==> src/rtl/button_debouncer_pkg.sv <==
// Shared definitions for the push-button conditioning block: channel FSM
// state encoding and default sizing for the per-channel millisecond counter.
package btn_pkg;

  // Per-channel debounce state; level is high in HELD and ARM_R.
  typedef enum logic [1:0] {
    IDLE  = 2'd0,
    ARM_P = 2'd1,
    HELD  = 2'd2,
    ARM_R = 2'd3
  } btn_state_t;

  localparam int unsigned MS_W_DEFAULT        = 8;
  localparam int unsigned DEBOUNCE_MS_DEFAULT = 20;

endpackage

==> src/rtl/button_debouncer_channel.sv <==
// One button channel: 2-FF synchroniser followed by a time-based debouncer
// that requires DEBOUNCE_MS millisecond ticks of stable input before it
// accepts a press or a release. Outputs are registered.
module debounce_channel
  import btn_pkg::*;
#(
  parameter int unsigned DEBOUNCE_MS = DEBOUNCE_MS_DEFAULT,
  parameter int unsigned MS_W        = MS_W_DEFAULT
) (
  input  logic clk,
  input  logic rst,
  input  logic ms_tick,
  input  logic raw,
  output logic level,
  output logic press,
  output logic released
);

  localparam logic [MS_W-1:0] LAST = MS_W'(DEBOUNCE_MS - 1);

  logic [1:0]      sync_ff;
  logic            sync;
  btn_state_t      state;
  logic [MS_W-1:0] cnt;

  assign sync = sync_ff[1];

  // Two-stage synchroniser for the asynchronous button input.
  always_ff @(posedge clk) begin
    if (rst) begin
      sync_ff <= '0;
    end else begin
      sync_ff <= {sync_ff[0], raw};
    end
  end

  // Debounce FSM with registered level and single-cycle strobes. A sync
  // change always takes priority over a coincident ms_tick.
  always_ff @(posedge clk) begin
    if (rst) begin
      state    <= IDLE;
      cnt      <= '0;
      level    <= 1'b0;
      press    <= 1'b0;
      released <= 1'b0;
    end else begin
      press    <= 1'b0;
      released <= 1'b0;
      case (state)
        IDLE: begin
          if (sync) begin
            state <= ARM_P;
            cnt   <= '0;
          end
        end
        ARM_P: begin
          if (!sync) begin
            state <= IDLE;
          end else if (ms_tick) begin
            if (cnt == LAST) begin
              state <= HELD;
              level <= 1'b1;
              press <= 1'b1;
            end else if (cnt < LAST) begin
              cnt <= cnt + 1'b1;
            end
          end
        end
        HELD: begin
          if (!sync) begin
            state <= ARM_R;
            cnt   <= '0;
          end
        end
        ARM_R: begin
          if (sync) begin
            state <= HELD;
          end else if (ms_tick) begin
            if (cnt == LAST) begin
              state    <= IDLE;
              level    <= 1'b0;
              released <= 1'b1;
            end else if (cnt < LAST) begin
              cnt <= cnt + 1'b1;
            end
          end
        end
        default: begin
          state <= IDLE;
          cnt   <= '0;
        end
      endcase
    end
  end

endmodule

==> src/rtl/button_debouncer.sv <==
// Push-button conditioner: shared millisecond prescaler feeding NUM_BTN
// independent debounce channels, plus an OR of all press strobes.
module button_debouncer
  import btn_pkg::*;
#(
  parameter int unsigned NUM_BTN     = 4,
  parameter int unsigned DEBOUNCE_MS = DEBOUNCE_MS_DEFAULT,
  parameter int unsigned TICKS_W     = 16,
  parameter int unsigned MS_W        = MS_W_DEFAULT
) (
  input  logic               clk,
  input  logic               rst,
  input  logic [TICKS_W-1:0] ticks_per_milli,
  input  logic [NUM_BTN-1:0] btn_raw,
  output logic [NUM_BTN-1:0] btn_level,
  output logic [NUM_BTN-1:0] btn_press,
  output logic [NUM_BTN-1:0] btn_release,
  output logic               any_press
);

  logic [TICKS_W-1:0] pcnt;
  logic [TICKS_W:0]   pcnt_inc;
  logic               ms_tick;

  // Tick when pcnt+1 >= ticks_per_milli; the extra bit keeps values 0 and 1
  // (and runtime decreases) producing an immediate tick without underflow.
  always_comb begin
    pcnt_inc = {1'b0, pcnt} + {{TICKS_W{1'b0}}, 1'b1};
    ms_tick  = (pcnt_inc >= {1'b0, ticks_per_milli});
  end

  // Millisecond prescaler.
  always_ff @(posedge clk) begin
    if (rst) begin
      pcnt <= '0;
    end else if (ms_tick) begin
      pcnt <= '0;
    end else begin
      pcnt <= pcnt_inc[TICKS_W-1:0];
    end
  end

  for (genvar i = 0; i < NUM_BTN; i++) begin : g_ch
    debounce_channel #(
      .DEBOUNCE_MS(DEBOUNCE_MS),
      .MS_W       (MS_W)
    ) u_ch (
      .clk     (clk),
      .rst     (rst),
      .ms_tick (ms_tick),
      .raw     (btn_raw[i]),
      .level   (btn_level[i]),
      .press   (btn_press[i]),
      .released(btn_release[i])
    );
  end

  // Any-button press strobe, aligned with the per-button strobes.
  always_comb begin
    any_press = |btn_press;
  end

endmodule
==> config.mk <==
export PLATFORM = sky130hd
export DESIGN_NAME = button_debouncer
export DESIGN_NICKNAME = d
export VERILOG_FILES = /design/src/rtl/button_debouncer_pkg.sv /design/src/rtl/button_debouncer_channel.sv /design/src/rtl/button_debouncer.sv
export SDC_FILE = /design/constraint.sdc
export NUM_CORES = 1
export LEC_CHECK = 0
export ABC_AREA = 1
export BUFFER_PORTS_ARGS = -buffer_cell sky130_fd_sc_hd__buf_2
export CAP_MARGIN = 20
export CORE_UTILIZATION = 50
export CTS_BUF_LIST = sky130_fd_sc_hd__clkbuf_8 sky130_fd_sc_hd__clkbuf_16
export CTS_CLUSTER_DIAMETER = 200
export DETAILED_ROUTE_END_ITERATION = 8
export GPL_TIMING_DRIVEN = 0
export PLACE_DENSITY = 0.76
export SLEW_MARGIN = 20
export SYNTH_ARGS = -nofsm -noshare
export SYNTH_HDL_FRONTEND = slang
export SYNTH_SLANG_ARGS = --single-unit
==> constraint.sdc <==
create_clock -name clk -period 3.1 [get_ports clk]
set_input_delay 0.31 -clock clk [delete_from_list [all_inputs] [get_ports clk]]
set_output_delay 0.31 -clock clk [all_outputs]
set_load 0.01 [all_outputs]
==> qor.yml <==
layout:
  num_antenna_cells: 0
  drive_above_1_share: 0.197
  post-route-util: 0.606
  fin_cells: 721
  area_growth_pct: 18.1
  nets: 657
die:
  num_io_pins: 35
  die_h_um: 90.8
  core_um2: 7690
  rows: 32
  start_util: 0.513
  die-width_um: 90.8
  die_area_um2: 8240
logic_synthesis:
  synth_nets: 607
  syn_inst: 564
  synth_edf_count: 0
  async_flop_share: 0
  synthFlopType: "dfxtp_1"
  synth_area_leaders: "dfxtp_1, inv_1, nand2_1"
  yosys-top-cells-count: "inv_1, nand2_1, nor2_1, dfxtp_1, nand3_1"
  avgSynthCellArea_um2: 6.99
  synth_top_area_share: 0.386
  syn_area_um2: 3940
  seq_area_frac_synth: 0.386
  yosysTopAreaCell: "dfxtp_1"
  ys_ff_latch: 76
  synth.distinct_cells: 36
  synth_most_common_cell: "inv_1"
  yosys_warnings: 0
critical_path:
  r2r_slack_ns: 0.18
  crit_end: "g_ch[1].u_ch.press"
  r2r-end: "g_ch[1].u_ch.press"
  required_ns: 3.35
  r2r_cells: 19
  startpoint_type: "register"
  critPathLaunch: "pcnt[0]"
  worstReg2RegStart: "pcnt[0]"
  cp_max_fo: 6
  worstPathArrival_ns: 3.17
  critPathKind: "register to register"
  critPathCaptureType: "register"
timing:
  tns_ns: 0
  final_hold_viol_count: 0
  skew_ns: 0.0139
  fin_crit_sh: 0.943
  final.min_clock_period_ns: 2.92
  tightest_slew_ns: 0.554
  timing.fmax_mhz: 342
  relSlewSlack: 0.627
  setup_viol: 0
  drv_slew: 0
placement:
  dp_hpwl_um: 5890
  dp_cells: 700
  portBuffers: 34
  gp_congestion: 0.898
run:
  maxCapViolCount: 0
cts:
  numCtsBuffers: 9
  cts.sinks: 76
  clockRootBuffer: "clkbuf_8"
  htreeDepth: 3
  cts.clk_slew.worst_paths_ns: 0.08
  cts_tree: "done"
  worstSkewPairLatency_ns: 0.36
  ctsLongestPathBuffers: 2
grt:
  grt_max_degree: 15
  grt_usage: 0.205
  grt_pass1_vias: 3317
  antenna_found_initial: 0
  grt_pass1_wl_um: 13600
  grt_overflow: 0
status:
  status: "complete, no violations"
worst_hold_path:
  hp-class: "primary input to register"
power:
  p_comb_frac: 0.083
  p_sw_frac: 0.252
  internal_power_uw: 1510
  ir_drop_uv: 322
  p_clk_frac: 0.416
  total_leakage_power_uw: 0.00225
  p_switching_uw: 510
  p_per_area_nw_per_um2: 434
  seqPwrFrac: 0.501
routing:
  firstDrtPassIters: 4
  ant_nets: 0
  wl_per_cell_um: 11.5
  via_count: 3602
  drc: 0
  drt-total-wl_um: 8290
  drtIter0Drc: 166
  vias_per_cell: 5.00
==> cells by family after synthesis <==
kind of cell / Yosys count / synth area share
xor+xnor: 12 / 0.0267
buf+inv: 132 / 0.141
simple gates: 277 / 0.313
compound gates: 46 / 0.0663
flops: 76 / 0.386
fa+ha+maj: 21 / 0.0666
==> worst max-delay path, cell delays in order (launching register included) <==
cell	delay, ns
dfxtp_4	0.38
nand3_4	0.10
nor2_4	0.15
nand2_2	0.08
nor2_4	0.16
nand2_2	0.08
inv_2	0.07
nand3_2	0.08
xor2_2	0.19
inv_1	0.09
ha_4	0.27
nand2_2	0.04
inv_1	0.07
nand2_1	0.08
a21oi_1	0.20
nor2_2	0.09
nand3_4	0.17
clkbuf_16	0.18
nand3_4	0.09
nor4_2	0.23
==> final cells by class <==
cell class              instances  area, µm²
fillers                       686       3030
multi-input cells             356       1980
flip-flops and latches         76       1530
inverters                     112        420
repair buffers                 39        225
plain buffers                  20        145
well taps                     102        128
clock buffers                   9        124
clock inverters                 7        100
==> registers in the layout, summed over array words and instances, names as in the netlist, named ones only <==
| signal | cells |
|---|---|
| g_ch.u_ch.level | 4 |
| g_ch.u_ch.press | 4 |
| g_ch.u_ch.sync_ff | 8 |
| pcnt | 16 |
| g_ch.u_ch.state | 4 |
| g_ch.u_ch.released | 4 |
| g_ch.u_ch.cnt | 32 |
==> metrics by stage <==
stage | setup WS, ns | hold WS [ns] | power (µW) | instance area, µm²
finish | 0.176 | 0.152 | 2020 | 4660
global route | -0.0704 | 0.144 | 2100 | 4660
CTS | 0.0185 | 0.144 | 2020 | 4500
detailed placement | -0.180 | 0.398 | 1190 | 4240
global placement | -0.0997 | 0.388 | 1180 | 4240
floorplan | 0.484 | 0.388 | 1140 | 3940
==> cells in the final DEF, fill, tap and decap left out, drive strengths merged, types with 2 or more instances in the layout <==
cell / Yosys / final
a21o: 2 / 2
o21ai: 9 / 9
or2: 4 / 4
a21oi: 29 / 29
nor2: 95 / 95
ha: 21 / 21
a31o: 2 / 2
bufinv: 0 / 2
clkinvlp: 0 / 3
nor4: 6 / 6
nand4: 11 / 11
dfxtp: 76 / 76
xor2: 10 / 10
xnor2: 2 / 2
nand2: 105 / 105
buf: 17 / 55
clkinv: 1 / 2
clkbuf: 3 / 13
nand3: 38 / 38
nor3: 17 / 17
inv: 111 / 112
==> metal layers <==
| layer | vias up | wire length [µm] | global-route usage |
|---|---|---|---|
| met5 | - | 0 | 0 |
| met4 | 0 | 187 | 0.0714 |
| met3 | 19 | 300 | 0.0598 |
| met2 | 82 | 4220 | 0.371 |
| met1 | 1650 | 3590 | 0.228 |
| li1 | 1851 | - | - |
==> timing repair <==
action | in CTS | in global routing
endpoints found under the hold margin | 0 | 0
gates resized for setup | 7 | 31
cloned | 0 | 1
setup buffers | 1 | 3
endpoints found under the setup margin | 56 | 65
pin swaps | 1 | 7
hold buffers | 0 | 0
==> how the worst min path moves through the flow <==
stage | start | endpoint | slack [ns] | depth (start not counted)
2_1_floorplan | g_ch[0].u_ch.sync_ff[0] | g_ch[0].u_ch.sync_ff[1] | 0.39 | 2
3_3_place_gp | g_ch[1].u_ch.sync_ff[0] | g_ch[1].u_ch.sync_ff[1] | 0.39 | 2
3_5_place_dp | g_ch[3].u_ch.sync_ff[0] | g_ch[3].u_ch.sync_ff[1] | 0.40 | 2
4_1_cts | btn_raw[0] | g_ch[0].u_ch.sync_ff[0] | 0.14 | 3
5_1_grt | btn_raw[1] | g_ch[1].u_ch.sync_ff[0] | 0.14 | 3
6_report | btn_raw[2] | g_ch[2].u_ch.sync_ff[0] | 0.15 | 3
==> power groups by stage <==
stage	combinational [µW]	clock (µW)	sequential, µW
6_report	168	841	1010
5_1_grt	192	891	1010
4_1_cts	162	852	1010
3_5_place_dp	160	0	1030
3_3_place_gp	154	0	1030
2_1_floorplan	116	0	1030
No activity file was read; power rests on OpenSTA's default activity.
